**src/rtl/cpu_wb_bus_if_if.sv**
```systemverilog
// Wishbone master signal bundle for cpu_wb_bus_if. Master drives the
// request side and receives ack/read data; the slave modport mirrors it.
interface cpu_wb_bus_if_if;
   logic [31:0] wb_adr_o;
   logic [31:0] wb_dat_o;
   logic [3:0]  wb_sel_o;
   logic        wb_we_o;
   logic        wb_stb_o;
   logic        wb_cyc_o;
   logic        wb_ack_i;
   logic [31:0] wb_dat_i;

   modport master (
      output wb_adr_o, wb_dat_o, wb_sel_o, wb_we_o, wb_stb_o, wb_cyc_o,
      input  wb_ack_i, wb_dat_i
   );

   modport slave (
      input  wb_adr_o, wb_dat_o, wb_sel_o, wb_we_o, wb_stb_o, wb_cyc_o,
      output wb_ack_i, wb_dat_i
   );
endinterface

```
**src/rtl/cpu_wb_bus_if.sv**
```systemverilog
// CPU-to-Wishbone bridge: one outstanding access, stall handshake with ctrl.
// Optional bus timeout enabled by defining WB_TIMEOUT_EN.
module cpu_wb_bus_if (
   input  logic        clk,
   input  logic        rst,
   input  logic [5:0]  stall_i,
   input  logic        flush_i,
   input  logic        cpu_ce_i,
   input  logic [31:0] cpu_addr_i,
   input  logic [31:0] cpu_data_i,
   input  logic        cpu_we_i,
   input  logic [3:0]  cpu_sel_i,
   output logic [31:0] cpu_data_o,
   output logic        stallreq_o,
   output logic        bus_err_o,
   cpu_wb_bus_if_if.master wb
);

   typedef enum logic [1:0] {
      IDLE           = 2'd0,
      BUSY           = 2'd1,
      WAIT_FOR_STALL = 2'd2
   } state_t;

   state_t      state_r;
   logic [31:0] rd_buf_r;
   logic        bus_err_r;
   logic        timeout_s;
   logic [31:0] cpu_data_s;
   logic        stallreq_s;

`ifdef WB_TIMEOUT_EN
   logic [7:0] tmo_cnt_r;

   // The 255th unacknowledged BUSY cycle is the one that gives up.
   assign timeout_s = (state_r == BUSY) && !wb.wb_ack_i && !flush_i &&
                      (tmo_cnt_r == 8'd254);

   // Unacknowledged BUSY cycle counter; cleared whenever BUSY is left.
   always_ff @(posedge clk) begin
      if (rst) begin
         tmo_cnt_r <= 8'd0;
      end else if ((state_r == BUSY) && !wb.wb_ack_i && !flush_i && !timeout_s) begin
         tmo_cnt_r <= tmo_cnt_r + 8'd1;
      end else begin
         tmo_cnt_r <= 8'd0;
      end
   end
`else
   assign timeout_s = 1'b0;
`endif

   // Access FSM with registered Wishbone outputs and read buffer.
   always_ff @(posedge clk) begin
      if (rst) begin
         state_r     <= IDLE;
         rd_buf_r    <= 32'd0;
         bus_err_r   <= 1'b0;
         wb.wb_adr_o <= 32'd0;
         wb.wb_dat_o <= 32'd0;
         wb.wb_sel_o <= 4'd0;
         wb.wb_we_o  <= 1'b0;
         wb.wb_stb_o <= 1'b0;
         wb.wb_cyc_o <= 1'b0;
      end else begin
         bus_err_r <= 1'b0;
         case (state_r)
            IDLE: begin
               if (cpu_ce_i && !flush_i) begin
                  wb.wb_adr_o <= cpu_addr_i;
                  wb.wb_dat_o <= cpu_data_i;
                  wb.wb_we_o  <= cpu_we_i;
                  wb.wb_sel_o <= cpu_sel_i;
                  wb.wb_stb_o <= 1'b1;
                  wb.wb_cyc_o <= 1'b1;
                  rd_buf_r    <= 32'd0;
                  state_r     <= BUSY;
               end else begin
                  state_r <= IDLE;
               end
            end
            BUSY: begin
               if (flush_i || wb.wb_ack_i || timeout_s) begin
                  wb.wb_adr_o <= 32'd0;
                  wb.wb_dat_o <= 32'd0;
                  wb.wb_sel_o <= 4'd0;
                  wb.wb_we_o  <= 1'b0;
                  wb.wb_stb_o <= 1'b0;
                  wb.wb_cyc_o <= 1'b0;
               end else begin
                  wb.wb_stb_o <= 1'b1;
                  wb.wb_cyc_o <= 1'b1;
               end
               if (flush_i) begin
                  rd_buf_r <= 32'd0;
                  state_r  <= IDLE;
               end else if (wb.wb_ack_i || timeout_s) begin
                  if (timeout_s) begin
                     rd_buf_r  <= 32'd0;
                     bus_err_r <= 1'b1;
                  end else if (!wb.wb_we_o) begin
                     rd_buf_r <= wb.wb_dat_i;
                  end else begin
                     rd_buf_r <= rd_buf_r;
                  end
                  state_r <= (stall_i != 6'd0) ? WAIT_FOR_STALL : IDLE;
               end else begin
                  state_r <= BUSY;
               end
            end
            WAIT_FOR_STALL: begin
               if (flush_i) begin
                  rd_buf_r <= 32'd0;
                  state_r  <= IDLE;
               end else if (stall_i == 6'd0) begin
                  state_r <= IDLE;
               end else begin
                  state_r <= WAIT_FOR_STALL;
               end
            end
            default: begin
               state_r <= IDLE;
            end
         endcase
      end
   end

   // Stall request and read-data return; ack data is forwarded in its own cycle.
   always_comb begin
      stallreq_s = 1'b0;
      cpu_data_s = 32'd0;
      if (rst) begin
         stallreq_s = 1'b0;
      end else begin
         case (state_r)
            IDLE: begin
               stallreq_s = cpu_ce_i && !flush_i;
            end
            BUSY: begin
               if (flush_i) begin
                  stallreq_s = 1'b0;
               end else if (wb.wb_ack_i) begin
                  stallreq_s = 1'b0;
                  cpu_data_s = wb.wb_we_o ? 32'd0 : wb.wb_dat_i;
               end else begin
                  stallreq_s = 1'b1;
               end
            end
            WAIT_FOR_STALL: begin
               cpu_data_s = rd_buf_r;
            end
            default: begin
               stallreq_s = 1'b0;
            end
         endcase
      end
   end

   assign stallreq_o = stallreq_s;
   assign cpu_data_o = cpu_data_s;
   assign bus_err_o  = bus_err_r && !rst;

endmodule

```
**src/flat_wrapper.sv**
```systemverilog
// flat-port wrapper written by rule: the top's interface ports become plain ports
module cpu_wb_bus_if_flat 
  (clk, rst, stall_i, flush_i, cpu_ce_i, cpu_addr_i, cpu_data_i, cpu_we_i, cpu_sel_i, cpu_data_o, stallreq_o, bus_err_o, wb_wb_adr_o, wb_wb_dat_o, wb_wb_sel_o, wb_wb_we_o, wb_wb_stb_o, wb_wb_cyc_o, wb_wb_ack_i, wb_wb_dat_i);
  cpu_wb_bus_if_if wb_i ();
  input  logic clk;
  input  logic rst;
  input  logic [5:0] stall_i;
  input  logic flush_i;
  input  logic cpu_ce_i;
  input  logic [31:0] cpu_addr_i;
  input  logic [31:0] cpu_data_i;
  input  logic cpu_we_i;
  input  logic [3:0] cpu_sel_i;
  output logic [31:0] cpu_data_o;
  output logic stallreq_o;
  output logic bus_err_o;
  output wire logic [$bits(wb_i.wb_adr_o)-1:0] wb_wb_adr_o;
  output wire logic [$bits(wb_i.wb_dat_o)-1:0] wb_wb_dat_o;
  output wire logic [$bits(wb_i.wb_sel_o)-1:0] wb_wb_sel_o;
  output wire logic [$bits(wb_i.wb_we_o)-1:0] wb_wb_we_o;
  output wire logic [$bits(wb_i.wb_stb_o)-1:0] wb_wb_stb_o;
  output wire logic [$bits(wb_i.wb_cyc_o)-1:0] wb_wb_cyc_o;
  input wire logic [$bits(wb_i.wb_ack_i)-1:0] wb_wb_ack_i;
  input wire logic [$bits(wb_i.wb_dat_i)-1:0] wb_wb_dat_i;
  assign wb_wb_adr_o = wb_i.wb_adr_o;
  assign wb_wb_dat_o = wb_i.wb_dat_o;
  assign wb_wb_sel_o = wb_i.wb_sel_o;
  assign wb_wb_we_o = wb_i.wb_we_o;
  assign wb_wb_stb_o = wb_i.wb_stb_o;
  assign wb_wb_cyc_o = wb_i.wb_cyc_o;
  assign wb_i.wb_ack_i = wb_wb_ack_i;
  assign wb_i.wb_dat_i = wb_wb_dat_i;
  cpu_wb_bus_if u_core (.clk(clk), .rst(rst), .stall_i(stall_i), .flush_i(flush_i), .cpu_ce_i(cpu_ce_i), .cpu_addr_i(cpu_addr_i), .cpu_data_i(cpu_data_i), .cpu_we_i(cpu_we_i), .cpu_sel_i(cpu_sel_i), .cpu_data_o(cpu_data_o), .stallreq_o(stallreq_o), .bus_err_o(bus_err_o), .wb(wb_i));
endmodule
```
**config.mk**
```make
export PLATFORM = sky130hd
export DESIGN_NAME = cpu_wb_bus_if_flat
export DESIGN_NICKNAME = d
export VERILOG_FILES = /design/src/rtl/cpu_wb_bus_if_if.sv /design/src/rtl/cpu_wb_bus_if.sv /design/src/flat_wrapper.sv
export SDC_FILE = /design/constraint.sdc
export NUM_CORES = 1
export LEC_CHECK = 0
export ABC_AREA = 1
export CAP_MARGIN = 20
export CELL_PAD_IN_SITES_DETAIL_PLACEMENT = 1
export CELL_PAD_IN_SITES_GLOBAL_PLACEMENT = 2
export CORE_MARGIN = 4
export CORE_UTILIZATION = 21
export DETAILED_ROUTE_END_ITERATION = 10
export HOLD_SLACK_MARGIN = 0.06
export MAX_ROUTING_LAYER = met4
export PLACE_DENSITY = 0.79
export SLEW_MARGIN = 20
export SYNTH_ARGS = -nofsm -noshare
export SYNTH_HDL_FRONTEND = slang
export SYNTH_SLANG_ARGS = --single-unit
```
**constraint.sdc**
```tcl
create_clock -name clk -period 2.1 [get_ports clk]
set_input_delay 0.315 -clock clk [delete_from_list [all_inputs] [get_ports clk]]
set_output_delay 0.315 -clock clk [all_outputs]
set_load 0.03 [all_outputs]
```
==> results of run 1 <==
-- report_power, final --
group | internal [mW] | switching (mW) | total, mW | leakage [nW]
Combinational | 0.616 | 0.788 | 1.40 | 2.73
Sequential | 2.13 | 0.0876 | 2.22 | 0.858
Clock | 0.940 | 0.841 | 1.78 | 0.147
-- per-stage QoR --
step | hold slack [ps] | power (mW) | cells | setup WS, ps
floorplan | 391.8 | 2.993 | 875 | 48.05
global placement | 448.4 | 3.618 | 1368 | 12.79
detailed placement | 459.6 | 3.635 | 1368 | 1.465
CTS | 485.4 | 5.490 | 1389 | -45.93
global route | 500.6 | 5.762 | 1401 | -109.0
finish | 474.8 | 5.406 | 1401 | 6.274
-- area by class of cell --
cell class / instances / area, sq um / share of cell area [%]
clock buffers: 9 / 225.2 / 2.627
repair buffers: 251 / 2681 / 31.28
multi-input cells: 635 / 2821 / 32.91
flip-flops and latches: 104 / 2087 / 24.34
inverters: 71 / 275.3 / 3.211
well taps: 324 / 405.4 / 4.729
clock inverters: 7 / 77.57 / 0.9048
-- kinds of logic after synthesis --
group / count (synthesis)
AND/OR/NAND/NOR: 592
other: 1
buffers and inverters: 136
adder cells (fa/ha/maj): 4
flip-flops: 104
AO/OA/AOI/OAI: 38
-- per-layer routing --
metal | GRT usage, % | wire length (microns) | up-vias
met1 | 19.56 | 10070 | 2834
met2 | 23.31 | 9494 | 146
li1 | - | - | 3046
met4 | 2.953 | 168 | 0
met5 | - | 0 | -
met3 | 5.142 | 1436 | 9
-- sequential cells by signal, indices dropped and copies added, names as in the netlist --
signal,flops
u_core.wb.wb_adr_o,32
u_core.wb.wb_dat_o,32
u_core.wb.wb_sel_o,4
u_core.wb.wb_we_o,1
u_core.state_r,2
u_core.wb.wb_stb_o,1
u_core.rd_buf_r,32
-- worst min-delay path by stage --
stage                                     endpoint  cells after the start
6_report        u_core.wb.wb_adr_o[1]$_SDFFE_PP0P_                      2
5_1_grt            u_core.rd_buf_r[4]$_SDFFE_PP0P_                      2
4_1_cts         u_core.wb.wb_adr_o[1]$_SDFFE_PP0P_                      2
3_5_place_dp   u_core.wb.wb_dat_o[18]$_SDFFE_PP0P_                      2
3_3_place_gp   u_core.wb.wb_adr_o[11]$_SDFFE_PP0P_                      2
2_1_floorplan         u_core.state_r[0]$_SDFF_PP0_                      1
-- critical path: cells and delay by family (launching register included) --
family	cells	cell delay, ps
AOI/OAI and AO/OA	1	160
adders and majority gates	1	160
buffers and inverters	5	570
DFF	1	330
and+or+nand+nor	2	200
-- Yosys cell counts, drive strengths merged, types with 2 or more instances --
cell and count:
a21oi 35, buf 28, clkbuf 37, dfxtp 104
ha 4, inv 71, nand2 245, nand3 105
nor2 239, o21ai 2
-- timing repair --
action | 4_1_cts | 5_1_grt
setup buffers | 3 | 9
setup endpoints to repair | 32 | 68
gates resized for setup | 35 | 53
gates cloned | 2 | 3
pin swaps | 3 | 7
==> metrics.txt, run 1 <==
CTS tree built; chip height between 150 and 200 microns; most frequent cells in the layout 241 x nand2_1, 234 x nor2_1, 182 x clkdlybuf4s50_1, 102 x nand3_1, 102 x dfxtp_1; Synth Instances 875; CP endpoint kind primary output; initial antenna violation count 0; Yosys cell types 22; CP peak stage delay ~330 ps; Synth Area in Simple Gates 45.02%; clk_skew between 8 and 9 ps; Worst R2R End u_core.wb.wb_dat_o[16]$_SDFFE_PP0P_; post-route DRC violation count 0; H-tree depth 3; Chip Width 166.3 microns; # nets final 1188; most common cell after layout, fill and taps aside nand2_1; clk root buf clkbuf_16; Seq cells post-synth 104; Synth Area in Adders less than 1%; Tcrit/Tclk final 99.70%; Fillers around 3100; crit path kind register to primary output; XOR/XNOR Fraction of Synth Area 0%; placed inst area 7717 sq um; Setup TNS 0 ps; Inserted Clock Buffers 9; buffer depth of the longest clock path 2; Yosys top cell area share approximately two fifths; hold_buf cts 0; Port Buf Inserts 215; Mapped Area 5264 sq um; first-pass GRT wire length roughly 33 mm; 1st-iter DRT viols between 200 and 250; Routed Antenna Nets 0; min cycle time layout 2094 ps; Core Rows 57; largest net degree at the start of global routing around 100; ant diodes 0; Post-synth EDFFs 0; post-route cell area 8573 sq um; status finished clean; Critical Path Slowest Stage Cell dfxtp_2; die area 27660 sq um; I/O pin count 217; worst ir drop on vdd 0.2846 mV; Crit Reg-Reg Startpoint u_core.state_r[1]$_SDFF_PP0_; worst setup path end cpu_data_o[12]; GRT overflow 0; routed length per instance 15.11 microns; Clock Sink Count 104; max cap viols 0; register area share after synthesis 39.55%; endpoints failing setup 0; CP required roughly 1800 ps; Clock Latency Late Sink between 300 and 400 ps; synthesized net count ~990; RD Place Congestion between 0.7 and 0.8; FMAX 477.6 MHz; flop-to-flop setup slack about 220 ps; CP Data Arrival Time 1780 ps; synth-to-layout area growth 62.87%; Tightest Hold Check Type register to register; top_reg_cell synth dfxtp_1; mux cell area share after synthesis 0%; vias in the first global route between 5000 and 6000; max-slew violations 0; R2R depth 12; largest family of logic cells by synthesized area simple AND/OR/NAND/NOR gates; synthesis warning total 0; syn_area_per_cell 6.016 sq um; final wirelength between 20 and 25 mm; pwr dens 630.5 nW/um^2; Worst-Margin Slew between 500 and 600 ps; worst path cell trace inv_2, ha_4, inv_6, nor2_4, buf_12, buf_16, nand3_1, a21oi_2, buf_6; initial core utilization between 20% and 30%; ys async rst share 0%; detailed placement HPWL 13.79 mm; vias per cell 4.308; vias approximately 6000; startpoint types register; area leader, netlist dfxtp_1; CP startpoint u_core.state_r[1]$_SDFF_PP0_; Total GRT Usage 15.15%; worst-path fanout max 14; final core utilization 35.05%; RSZ-0062 raised after global routing yes; Final Hold Violating Endpoints 0; layout cells sized above 1 between 10% and 20%; clk slew on worst S/H paths 70 ps; drt first pass iters 4; Compound-Gate Fraction of Synth Area 3.732%; Pleak 3.738 nW; CORE AREA between 20000 and 25000 sq um; Slew headroom 61.46%; HP Start u_core.wb.wb_adr_o[1]$_SDFFE_PP0P_; Area contributors post-synth dfxtp_1 40%, nand2_1 17%, nor2_1 17%, nand3_1 10%, inv_1 4.9%
Power figures use the tool's default switching activity.
==> run 2: changes to the inputs <==
- CTS_CLUSTER_DIAMETER: unset -> 100
==> results of run 2 <==
No change in the layout: final DEF, timing and power equal those of run 1.
